<file path="src/rtl/fetch_stage.sv">
// RV32I instruction-fetch stage with fetch/decode pipeline register and one-entry skid buffer.
// Optional macro FETCH_PERF_CNT_EN adds saturating stall/redirect counters.
module fetch_stage #(
  parameter int unsigned          WIDTH     = 32,
  parameter logic [WIDTH-1:0]     RESET_PC  = 32'h0000_0000,
  parameter logic [WIDTH-1:0]     NOP_INSTR = 32'h0000_0013
) (
  input  logic             clk_i,
  input  logic             rst_n_i,
  input  logic             stall_d_i,
  input  logic             flush_d_i,
  input  logic             pc_src_e_i,
  input  logic [WIDTH-1:0] pc_target_e_i,
  output logic             imem_req_o,
  output logic [WIDTH-1:0] imem_addr_o,
  input  logic             imem_ack_i,
  input  logic [WIDTH-1:0] imem_rdata_i,
  output logic [WIDTH-1:0] instr_d_o,
  output logic [WIDTH-1:0] pc_d_o,
  output logic [WIDTH-1:0] pc_plus_4_d_o,
  output logic             valid_d_o,
  output logic [31:0]      stall_cnt_o,
  output logic [31:0]      redirect_cnt_o
);

  typedef enum logic {FETCH, DISCARD} state_t;
  typedef enum logic [1:0] {D_HOLD, D_BUBBLE, D_MEM, D_BUF} dsel_t;

  localparam logic [WIDTH-1:0] FOUR     = WIDTH'(4);
  localparam logic [WIDTH-1:0] PC_RESET = {RESET_PC[WIDTH-1:2], 2'b00};

  state_t           state, state_nxt;
  dsel_t            dsel;
  logic [WIDTH-1:0] pc_f, pc_f_nxt, redir_pc, redir_pc_nxt;
  logic [WIDTH-1:0] buf_instr, buf_pc;
  logic             buf_valid, buf_load, buf_clr;
  logic             ack, fetched;
  logic [WIDTH-1:0] target;
  logic             unused_tgt_lsb;

  assign target         = {pc_target_e_i[WIDTH-1:2], 2'b00};
  assign unused_tgt_lsb = ^pc_target_e_i[1:0];
  assign imem_req_o     = rst_n_i && !buf_valid;
  assign imem_addr_o    = pc_f;
  assign ack            = imem_req_o && imem_ack_i;

  always_ff @(posedge clk_i) begin
    if (!rst_n_i) state <= FETCH;
    else          state <= state_nxt;
  end

  always_comb begin
    state_nxt    = state;
    pc_f_nxt     = pc_f;
    redir_pc_nxt = redir_pc;
    dsel         = D_HOLD;
    buf_load     = 1'b0;
    buf_clr      = 1'b0;
    fetched      = 1'b0;
    if (pc_src_e_i) begin
      dsel    = D_BUBBLE;
      buf_clr = 1'b1;
      if (state == DISCARD) begin
        if (ack) begin
          pc_f_nxt  = target;
          state_nxt = FETCH;
        end else begin
          redir_pc_nxt = target;
        end
      end else if (imem_req_o && !ack) begin
        // keep the old address on the bus until memory answers, then drop it
        state_nxt    = DISCARD;
        redir_pc_nxt = target;
      end else begin
        pc_f_nxt = target;
      end
    end else begin
      if (state == DISCARD) begin
        if (ack) begin
          pc_f_nxt  = redir_pc;
          state_nxt = FETCH;
        end
      end else if (ack) begin
        pc_f_nxt = pc_f + FOUR;
        fetched  = 1'b1;
      end
      if (flush_d_i) begin
        dsel     = D_BUBBLE;
        buf_load = fetched;
      end else if (stall_d_i) begin
        buf_load = fetched;
      end else if (buf_valid) begin
        dsel    = D_BUF;
        buf_clr = 1'b1;
      end else if (fetched) begin
        dsel = D_MEM;
      end else begin
        dsel = D_BUBBLE;
      end
    end
  end

  always_ff @(posedge clk_i) begin
    if (!rst_n_i) begin
      pc_f          <= PC_RESET;
      redir_pc      <= '0;
      buf_valid     <= 1'b0;
      buf_instr     <= '0;
      buf_pc        <= '0;
      instr_d_o     <= NOP_INSTR;
      pc_d_o        <= '0;
      pc_plus_4_d_o <= '0;
      valid_d_o     <= 1'b0;
    end else begin
      pc_f     <= pc_f_nxt;
      redir_pc <= redir_pc_nxt;
      if (buf_clr) begin
        buf_valid <= 1'b0;
      end else if (buf_load) begin
        buf_valid <= 1'b1;
        buf_instr <= imem_rdata_i;
        buf_pc    <= pc_f;
      end
      unique case (dsel)
        D_BUBBLE: begin
          valid_d_o <= 1'b0;
          instr_d_o <= NOP_INSTR;
        end
        D_MEM: begin
          valid_d_o     <= 1'b1;
          instr_d_o     <= imem_rdata_i;
          pc_d_o        <= pc_f;
          pc_plus_4_d_o <= pc_f + FOUR;
        end
        D_BUF: begin
          valid_d_o     <= 1'b1;
          instr_d_o     <= buf_instr;
          pc_d_o        <= buf_pc;
          pc_plus_4_d_o <= buf_pc + FOUR;
        end
        default: ;
      endcase
    end
  end

`ifdef FETCH_PERF_CNT_EN
  logic [31:0] stall_cnt, redirect_cnt;

  always_ff @(posedge clk_i) begin
    if (!rst_n_i) begin
      stall_cnt    <= '0;
      redirect_cnt <= '0;
    end else begin
      if (stall_d_i && !pc_src_e_i && stall_cnt != 32'hFFFF_FFFF)
        stall_cnt <= stall_cnt + 32'd1;
      if (pc_src_e_i && redirect_cnt != 32'hFFFF_FFFF)
        redirect_cnt <= redirect_cnt + 32'd1;
    end
  end

  assign stall_cnt_o    = stall_cnt;
  assign redirect_cnt_o = redirect_cnt;
`else
  assign stall_cnt_o    = '0;
  assign redirect_cnt_o = '0;
`endif

endmodule

</file>
<file path="config.mk">
export PLATFORM = sky130hd
export DESIGN_NAME = fetch_stage
export DESIGN_NICKNAME = d
export VERILOG_FILES = /design/src/rtl/fetch_stage.sv
export SDC_FILE = /design/constraint.sdc
export NUM_CORES = 1
export LEC_CHECK = 0
export ABC_AREA = 1
export BUFFER_PORTS_ARGS = -buffer_cell sky130_fd_sc_hd__buf_4
export CAP_MARGIN = 20
export CORE_UTILIZATION = 56
export CTS_BUF_LIST = sky130_fd_sc_hd__clkbuf_4 sky130_fd_sc_hd__clkbuf_8
export CTS_CLUSTER_DIAMETER = 200
export DETAILED_ROUTE_END_ITERATION = 10
export GPL_TIMING_DRIVEN = 0
export PLACE_DENSITY_LB_ADDON = 0.08
export SYNTH_ARGS = -nofsm -noshare
export SYNTH_HDL_FRONTEND = slang
export SYNTH_SLANG_ARGS = --single-unit
</file>
<file path="constraint.sdc">
create_clock -name clk_i -period 2 [get_ports clk_i]
set_input_delay 0.1 -clock clk_i [delete_from_list [all_inputs] [get_ports clk_i]]
set_output_delay 0.1 -clock clk_i [all_outputs]
set_load 0.01 [all_outputs]
</file>
# == Word-level counts from Yosys, hierarchy flattened ==
# Index checks and enable logic that the tools add are counted.
# word_totals
ff_bits,227
inputBits,70
output_inout_bits,194
wordCells,69
# classes
add_sub_neg,2
n_eq_ne,6
mux,34
n_bitwise,2
reduce_logical,15
# op_table
op,count
2-to-1 mux 32 bit,10
case mux 32 bit (2 select lines),2
case mux 32 bit (3 select lines),1
adder 32 x 3 -> 32 bit (second input constant),2
2-to-1 mux 1 bit,15
2-to-1 mux 2 bit,5
nonzero test 2 bit,4
AND reduction 3 bit,2
== test 2 bit (second input constant),2
OR reduction 2 bit,2
logical AND 1 bit,3
!= test 3 bit (second input constant),1
nonzero test 3 bit,1
== test 2 x 1 -> 1 bit (second input constant),1
zero test 1 bit,2
!= test 2 x 1 -> 1 bit (second input constant),1
!= test 2 bit (second input constant),1
NOT 1 bit,2
case mux 1 bit (2 select lines),1
AND reduction 2 bit,1

# == Logic depth before layout (Yosys ltp) ==
# Gate-level depths: netlist (run 1).
# logic_depth
depth_word,14
ltp_mapped,14
ltp_nobuf,12

# == Worst setup path before layout (run 1) ==
# OpenSTA, ideal clock, no wires.
# synth_timing
path_kind,register -> register
from,reg pc_f[3] (netlist: imem_addr_o[3])
to,reg pc_plus_4_d_o[16]
setup_time_ps,115
arrival_ps,1524
slack_ps,361
stages_incl_launch_ff,10
n_path_buf,0
synth_period_minus_slack_ps,1639
path_cell_list,dfxtp_1 ha_1 nand3_1 nor2_1 nand3_1 xor2_1 nand2_1 o21ai_0 o21ai_0 inv_1
# synth_between
elab_chain_cells,2
# synth_rtl
item,line_no,text
"start, declared",34,"logic [WIDTH-1:0] pc_f, pc_f_nxt, redir_pc, redir_pc_nxt;"
"start signal, assigned",115,pc_f <= pc_f_nxt;
adder 32 x 3 -> 32 bit,133,pc_plus_4_d_o <= pc_f + FOUR;
case mux 32 bit (2 select lines),124,unique case (dsel)
"end signal, assigned",133,
"end signal, assigned",139,pc_plus_4_d_o <= buf_pc + FOUR;
"end, declared",20,"output logic [WIDTH-1:0] pc_plus_4_d_o,"
# Every way passes these cells.
# A chain may end at the register's enable or synchronous reset.

# == Final worst setup path (run 1) ==
# layout_timing
from,reg buf_valid
to,reg instr_d_o[12]
# layout_between
elab_chain_cells,13
elab_cells_between_ends,16
cone_classes,eq/ne: 3; mux: 9; reduce/logical: 4
# layout_rtl
item,line_no,text
"start, declared",36,"logic buf_valid, buf_load, buf_clr;"
"start signal, assigned",107,buf_valid <= 1'b0;
"start signal, assigned",118,buf_valid <= 1'b0;
"start signal, assigned",120,buf_valid <= 1'b1;
zero test 1 bit,43,assign imem_req_o = rst_n_i && !buf_valid;
logical AND 1 bit,43,
logical AND 1 bit,45,assign ack = imem_req_o && imem_ack_i;
2-to-1 mux 1 bit,83,end else if (ack) begin
2-to-1 mux 1 bit,78,if (state == DISCARD) begin
2-to-1 mux 1 bit,60,if (pc_src_e_i) begin
2-to-1 mux 2 bit,95,end else if (fetched) begin
2-to-1 mux 2 bit *,92,end else if (buf_valid) begin
2-to-1 mux 2 bit *,90,end else if (stall_d_i) begin
2-to-1 mux 2 bit *,87,if (flush_d_i) begin
2-to-1 mux 2 bit *,60,
== test 2 bit / == test 2 x 1 -> 1 bit (equally long branches),124,
case mux 32 bit (3 select lines) / nonzero test 3 bit (equally long branches),-,
"end signal, assigned",131,instr_d_o <= imem_rdata_i;
"end signal, assigned",137,instr_d_o <= buf_instr;
"end, declared",18,"output logic [WIDTH-1:0] instr_d_o,"
# Mark *: on every way between the ends. The rest lies on a longest branch, timed or not. The select of a mux whose other input is x is not followed.

==> summary.txt, run 1 <==
Worst R2R End = instr_d_o[12]
die height = 144.0 um
Hold Crit Depth = 4
worst r2r src = buf_valid
max-cap check violation count = 0
CP required = 2.47 ns
Pint = 7.681 mW
Syn Inst Count = 1733
LEAKAGE = 7.190 nW
share of post-route cells with drive strength above 1 = 20.34%
worst hold start = imem_ack_i
Final WS setup = 0.04411 ns
worst slew pin tran = 0.8266 ns
R2R depth = 13
RePlAce Congestion = 0.9558
starting DRC count in detailed routing = 1108
post-route setup TNS = 0 ns
RSZ-0062 raised after global routing = true
syn avg cell area = 6.517 sq um
status = finished, final reports clean
most frequent cell after synthesis = nand2_1
Pwr Total = 10.56 mW
FP Rows = 51
initial antenna violation count = 0
pre-CTS WS = -0.1849 ns
CP Capture Type = flip-flop
sequential share of power = 44.8%
switching share of power = 27.25%
Seq/Total Area, Yosys = 38.46%
I/O pin count = 264
Post-synth top cells = nand2_1, dfxtp_1, nor2_1, inv_1, o21ai_0
Final Setup Violations = 0
drt first pass iters = 6
Clock Pin Slew Worst Setup and Hold Paths = 0.06 ns
DRT antenna net count = 0
Max Buffers Root-to-Sink = 3
Inserted Clock Buffers = 37
Area contributors post-synth = dfxtp_1, nand2_1, nor2_1, o21ai_0, a21oi_1
Skew-Pair Late Insertion Delay = 0.54 ns
fmax = 511.3 MHz
Ys Warns = 0
ys flop type = dfxtp_1
DRC viols = 0
Synth Register Bits = 217
IO Port Bufs = 190
Cell variety after synth = 38
Logic pwr share = 13.4%
initial core utilization = 57.65%
clock share of power = 41.9%
Arrival @ worst endpoint = 2.42 ns
EDFF count, synth = 0
number of global-route vias before repair = 11801
Crit Path Category = reg -> reg
area leader, netlist = dfxtp_1
core area = 19590 sq um
Die Area = 20740 sq um
clock sink count = 217
synthesized cell area = 11290 sq um
post-synth top area share = 38.46%
Async S/R FF share, synth = 0%
clk_skew = 0.01976 ns
total number of vias = 12720
filler cell count = 1556
CTS H-tree lvls = 2
Post-Route WL = 40790 um
Hold WC Path Type = in -> reg
Reg area = 4363 sq um
Pwr Density = 707.5 nW/um^2
Hold Path Sink = redir_pc[31]
period utilization = 97.79%
GRT Total Usage = 38.98%
vias per cell = 5.324
grt ovf = 0
R2R Setup Slk = 0.04 ns
Final #Nets = 2170
root buffer cell = clkbuf_8
Area Growth Syn to Fin = 32.11%
Net Sw Power = 2.877 mW
DP HPWL = 29060 um
CP max FO = 10
final hold vios = 0
die width = 144.0 um
CP Launch Type = flip-flop
first-pass GRT wire length = 61430 um
Peak VDD IR = 516.6 uV
fin. max-slew vios = 0
WL per Instance = 17.07 um
largest net degree at the start of global routing = 11
max_slew headroom = 44.89%
fin util = 76.17%
final hold slack = 0.05179 ns
CTS tree = done
diodes inserted = 0
area of the multi-input gates = 5703 sq um
fin crit period = 1.956 ns
worst max path at each step:
| stage | startpoint | endpoint | slack (ns) | depth (start not counted) |
|---|---|---|---|---|
| 2_1_floorplan | imem_addr_o[3] | pc_plus_4_d_o[16] | 0.36 | 9 |
| 3_3_place_gp | imem_addr_o[3] | imem_addr_o[8] | -0.17 | 8 |
| 3_5_place_dp | imem_addr_o[3] | imem_addr_o[8] | -0.18 | 8 |
| 4_1_cts | buf_pc[2] | pc_plus_4_d_o[15] | 0.02 | 9 |
| 5_1_grt | imem_addr_o[3] | imem_addr_o[8] | -0.07 | 8 |
| 6_report | buf_valid | instr_d_o[12] | 0.04 | 13 |
worst max-delay path, stage by stage (launching register included):
cell,delay [ns]
dfxtp_2,0.36
nor2_4,0.13
nand3_1,0.08
nand2_1,0.08
nand2_2,0.15
inv_4,0.13
nand2_2,0.08
inv_2,0.07
buf_6,0.18
buf_6,0.19
nand2_1,0.11
nand3_1,0.12
nand2_1,0.09
inv_1,0.11
layout by cell type (no fill, tap or decap), types with 3 or more instances in the layout:
master,n
o21ai_0,154
dfxtp_2,12
nor2_1,201
buf_4,267
nor2_2,11
clkbuf_1,48
clkbuf_8,50
nand2_1,506
nand2_2,5
nand3b_1,6
a21oi_1,124
xnor2_1,3
clkbuf_4,16
o21ai_1,7
o211ai_2,5
dfxtp_1,204
o211ai_1,19
dlygate4sd3_1,63
nand4_1,6
inv_4,3
inv_1,164
xor2_1,22
or2_2,6
nand3_1,76
o21bai_1,3
inv_2,5
buf_2,23
conb_1,70
buf_6,6
nor3_1,5
clkbuf_2,3
nor2_4,9
kinds of logic (layout without fill, tap and decap cells):
group / count (synthesis) / after routing / share of synthesized area [%]
flip-flops: 217 / 217 / 38.46
buffers and inverters: 331 / 653 / 14.11
other: 1 / 70 / 0.03320
AND/OR/NAND/NOR: 835 / 835 / 29.78
AO/OA/AOI/OAI: 319 / 319 / 15.22
XOR/XNOR: 28 / 28 / 2.171
adder cells (fa/ha/maj): 2 / 2 / 0.2215
final cells by class:
class	count	area share (%)
Inverter	173	4.411
Multi-Input combinational cell	1254	38.22
Clock inverter	2	0.2516
Sequential cell	217	29.24
Clock buffer	63	5.266
Tap cell	265	2.222
Timing Repair Buffer	257	13.99
Buffer	158	6.406
power by group through the flow:
stage	registers [mW]	clock network, mW	logic [mW]
floorplan	4.75	0	0.762
global route	4.74	4.60	1.54
CTS	4.71	4.39	1.35
finish	4.73	4.42	1.41
detailed placement	4.79	0	1.24
global placement	4.79	0	1.22
registers in the layout, summed over array words and instances (netlist names):
name and cells:
state 1, valid_d_o 1, pc_plus_4_d_o 30, imem_addr_o 30, buf_pc 30, buf_instr 32, buf_valid 1, pc_d_o 30
redir_pc 30, instr_d_o 32
stage by stage:
| stage | cells | area [sq um] |
|---|---|---|
| finish | 2389 | 14920 |
| global route | 2389 | 14920 |
| CTS | 2385 | 14800 |
| detailed placement | 2257 | 13310 |
| global placement | 2257 | 13310 |
| floorplan | 1802 | 11550 |
layer usage:
| metal | global-route usage [%] | share of wire (%) | vias up |
|---|---|---|---|
| met3 | 6.093 | 9.4 | 145 |
| met2 | 67.10 | 47 | 723 |
| met5 | 0 | 0 | - |
| met4 | 21.56 | 5.2 | 0 |
| met1 | 46.37 | 38 | 5797 |
| li1 | - | - | 6055 |
repair_timing:
action | in CTS | in global routing
pin swaps | 0 | 2
hold buffers | 63 | 0
endpoints found under the setup margin | 11 | 74
hold endpoints to repair | 124 | 0
resized for setup | 9 | 39
buffers inserted | 0 | 4
No activity file was read; power rests on OpenSTA's default activity.
==> run 2: changes to the inputs <==
- clock period: 2 -> 2.02 ns (I/O delays scaled with it)
==> run 2 against run 1 <==
Against the previous run:
- final cell count is the same
- utilization shrank 0.077 points
- first-iteration DRC count grew 1.2%
- final area shrank 0.10%
- combinational power is essentially flat
- via count shrank 0.24%
- total power shrank 1.1%
- critical path type unchanged
- largest cell class unchanged
==> summary.txt, run 2 (synthesis results as in run 1) <==
R2R depth = 8 (was 13)
Placed Area = 13310 sq um (unchanged)
fin crit period = 1.936 ns (was 1.956 ns)
Top Registers = buf_instr: 32 flops, instr_d_o: 32 flops (unchanged)
Clock Pin Slew Worst Setup and Hold Paths = 0.06 ns (about the same)
max-cap check violation count = 0 (unchanged)
most frequent cells in the layout = nand2_1, buf_4, dfxtp_1, nor2_1, inv_1 (unchanged)
vias per cell = 5.311 (was 5.324)
CP Capture Type = flip-flop (unchanged)
Final #Nets = 2170 (unchanged)
critical path's largest stage delay = 0.43 ns (was 0.36 ns)
CP dominant cell by count = nand2_1 (unchanged)
commonest non-fill, non-tap cell in the layout = nand2_1 (unchanged)
final hold slack = 0.05379 ns (was 0.05179 ns)
worst hold start = imem_ack_i (unchanged)
Logic pwr share = 13.4% (about the same)
Worst R2R End = imem_addr_o[8] (was instr_d_o[12])
share of post-route cells with drive strength above 1 = 20.15% (was 20.34%)
WL per Instance = 17.07 um (unchanged)
final hold vios = 0 (unchanged)
diodes inserted = 0 (unchanged)
Pwr Total = 10.44 mW (was 10.56 mW)
Net Sw Power = 2.834 mW (was 2.877 mW)
filler cell count = 1561 (was 1556)
first-pass GRT wire length = 61400 um (was 61430 um)
CP required = 2.47 ns (about the same)
I/O pin count = 264 (unchanged)
CP top delay family = simple AND/OR/NAND/NOR gates (unchanged)
initial antenna violation count = 0 (unchanged)
grt ovf = 0 (unchanged)
DP HPWL = 29060 um (unchanged)
GRT Total Usage = 38.97% (was 38.98%)
Arrival @ worst endpoint = 2.39 ns (was 2.42 ns)
fin. max-slew vios = 0 (unchanged)
Hold Path Sink = redir_pc[31] (unchanged)
fin util = 76.09% (was 76.17%)
CP max-delay cell = dfxtp_1 (was dfxtp_2)
Buf/Inv on CP = 0 (was 5)
total number of vias = 12689 (was 12720)
crit-path cells = ha_1 -> nand3_1 -> nor2_4 -> xor2_2 -> nand2_1 -> nand2_1 -> o21ai_0 -> a21oi_1 (was nor2_4 -> nand3_1 -> nand2_1 -> nand2_2 -> inv_4 -> nand2_2 -> inv_2 -> buf_6 -> buf_6 -> nand2_1 -> nand3_1 -> nand2_1 -> inv_1)
worst r2r src = imem_addr_o[2] (was buf_valid)
number of global-route vias before repair = 11801 (unchanged)
Skew-Pair Late Insertion Delay = 0.53 ns (was 0.54 ns)
Hold Crit Depth = 4 (unchanged)
CTS tree = done (unchanged)
die width = 144.0 um (unchanged)
Pint = 7.604 mW (was 7.681 mW)
LEAKAGE = 7.188 nW (was 7.190 nW)
CTS H-tree lvls = 2 (unchanged)
core area = 19590 sq um (unchanged)
clock share of power = 41.8% (was 41.9%)
switching share of power = 27.15% (was 27.25%)
clk_skew = 0.01662 ns (was 0.01976 ns)
Peak VDD IR = 515.2 uV (was 516.6 uV)
clock sink count = 217 (unchanged)
worst slew pin tran = 0.8396 ns (was 0.8266 ns)
Inserted Clock Buffers = 37 (unchanged)
die height = 144.0 um (unchanged)
cell area after layout = 14910 sq um (was 14920 sq um)
Post-Route WL = 40790 um (unchanged)
RSZ-0062 raised after global routing = true (unchanged)
Final Setup Violations = 0 (unchanged)
root buffer cell = clkbuf_8 (unchanged)
max_slew headroom = 44.02% (was 44.89%)
fmax = 516.4 MHz (was 511.3 MHz)
RePlAce Congestion = 0.9558 (unchanged)
Area Growth Syn to Fin = 31.98% (was 32.11%)
period utilization = 95.86% (was 97.79%)
Crit Path Category = reg -> reg (unchanged)
Hold WC Path Type = in -> reg (unchanged)
R2R Setup Slk = 0.08 ns (was 0.04 ns)
Die Area = 20740 sq um (unchanged)
Max Buffers Root-to-Sink = 3 (unchanged)
IO Port Bufs = 190 (unchanged)
drt first pass iters = 8 (was 6)
area of the multi-input gates = 5693 sq um (was 5703 sq um)
Pwr Density = 700.3 nW/um^2 (was 707.5 nW/um^2)
sequential share of power = 44.8% (about the same)
DRT antenna net count = 0 (unchanged)
CP Launch Type = flip-flop (unchanged)
starting DRC count in detailed routing = 1121 (was 1108)
CP max FO = 5 (was 10)
FP Rows = 51 (unchanged)
largest net degree at the start of global routing = 11 (unchanged)
Reg area = 4358 sq um (was 4363 sq um)
DRC viols = 0 (unchanged)
status = finished, final reports clean (unchanged)
initial core utilization = 57.65% (unchanged)
## run 2: cell types whose count changed in the layout (fill, tap and decap cells not counted), sizes merged
cell | previous run | this run
buf | 298 | 297
clkbuf | 117 | 118
## run 2: through the flow
| stage | setup slack [ns] | setup TNS (ns) | std cells |
|---|---|---|---|
| 6_report | 0.08365 | 0 | 2389 |
| 2_1_floorplan | 0.3809 | 0 | 1802 |
| 3_3_place_gp | -0.1505 | -0.2874 | 2257 |
| 5_1_grt | -0.05378 | -0.05378 | 2389 |
| 3_5_place_dp | -0.1649 | -0.4365 | 2257 |
| 4_1_cts | 0.03916 | 0 | 2385 |
## run 2: power by group through the flow
stage / Combinational (mW) / Clock, mW / Sequential, mW
2_1_floorplan: 0.754 / 0 / 4.70
3_3_place_gp: 1.21 / 0 / 4.75
3_5_place_dp: 1.23 / 0 / 4.75
4_1_cts: 1.34 / 4.35 / 4.66
5_1_grt: 1.52 / 4.56 / 4.69
6_report: 1.39 / 4.36 / 4.68
## run 2: routing by layer
| layer | up-vias | global-route usage (%) | wire length, um |
|---|---|---|---|
| met5 | - | 0 | 0 |
| met2 | 727 | 67.10 | 19480 |
| li1 | 6061 | - | - |
| met3 | 129 | 6.093 | 3827 |
| met4 | 0 | 21.56 | 2037 |
| met1 | 5772 | 46.32 | 15450 |
## run 2: worst max-delay path by stage
stage                               from  cells past startpoint           endpoint  slack (ns)
after CTS                      buf_pc[2]                      9  pc_plus_4_d_o[15]        0.04
after global routing      imem_addr_o[3]                      8     imem_addr_o[8]       -0.05
after floorplan           imem_addr_o[3]                      9  pc_plus_4_d_o[16]        0.38
after global placement    imem_addr_o[3]                      8     imem_addr_o[8]       -0.15
after detailed placement  imem_addr_o[3]                      8     imem_addr_o[8]       -0.16
final                     imem_addr_o[2]                      8     imem_addr_o[8]        0.08
## run 2: timing repair
action,in CTS,in global routing
endpoints found under the setup margin,11,53
hold buffers,63,0
pin swaps,0,2
hold endpoints to repair,124,0
gates resized for setup,9,32
setup buffers,0,4
## run 2: layout make-up
| type | count | area share, % |
|---|---|---|
| inverter | 173 | 4.415 |
| tap | 265 | 2.224 |
| buffer | 158 | 6.413 |
| clock inverter | 2 | 0.2518 |
| clock buffer | 63 | 5.271 |
| sequential | 217 | 29.23 |
| timing repair buffer | 257 | 14.00 |
| multi-input combinational | 1254 | 38.19 |
## run 2: worst min-delay path, delay by kind of cell
kind                   cells  cell delay, ns
and+or+nand+nor            2            0.26
buffers and inverters      1            0.11
AOI/OAI and AO/OA          1            0.07
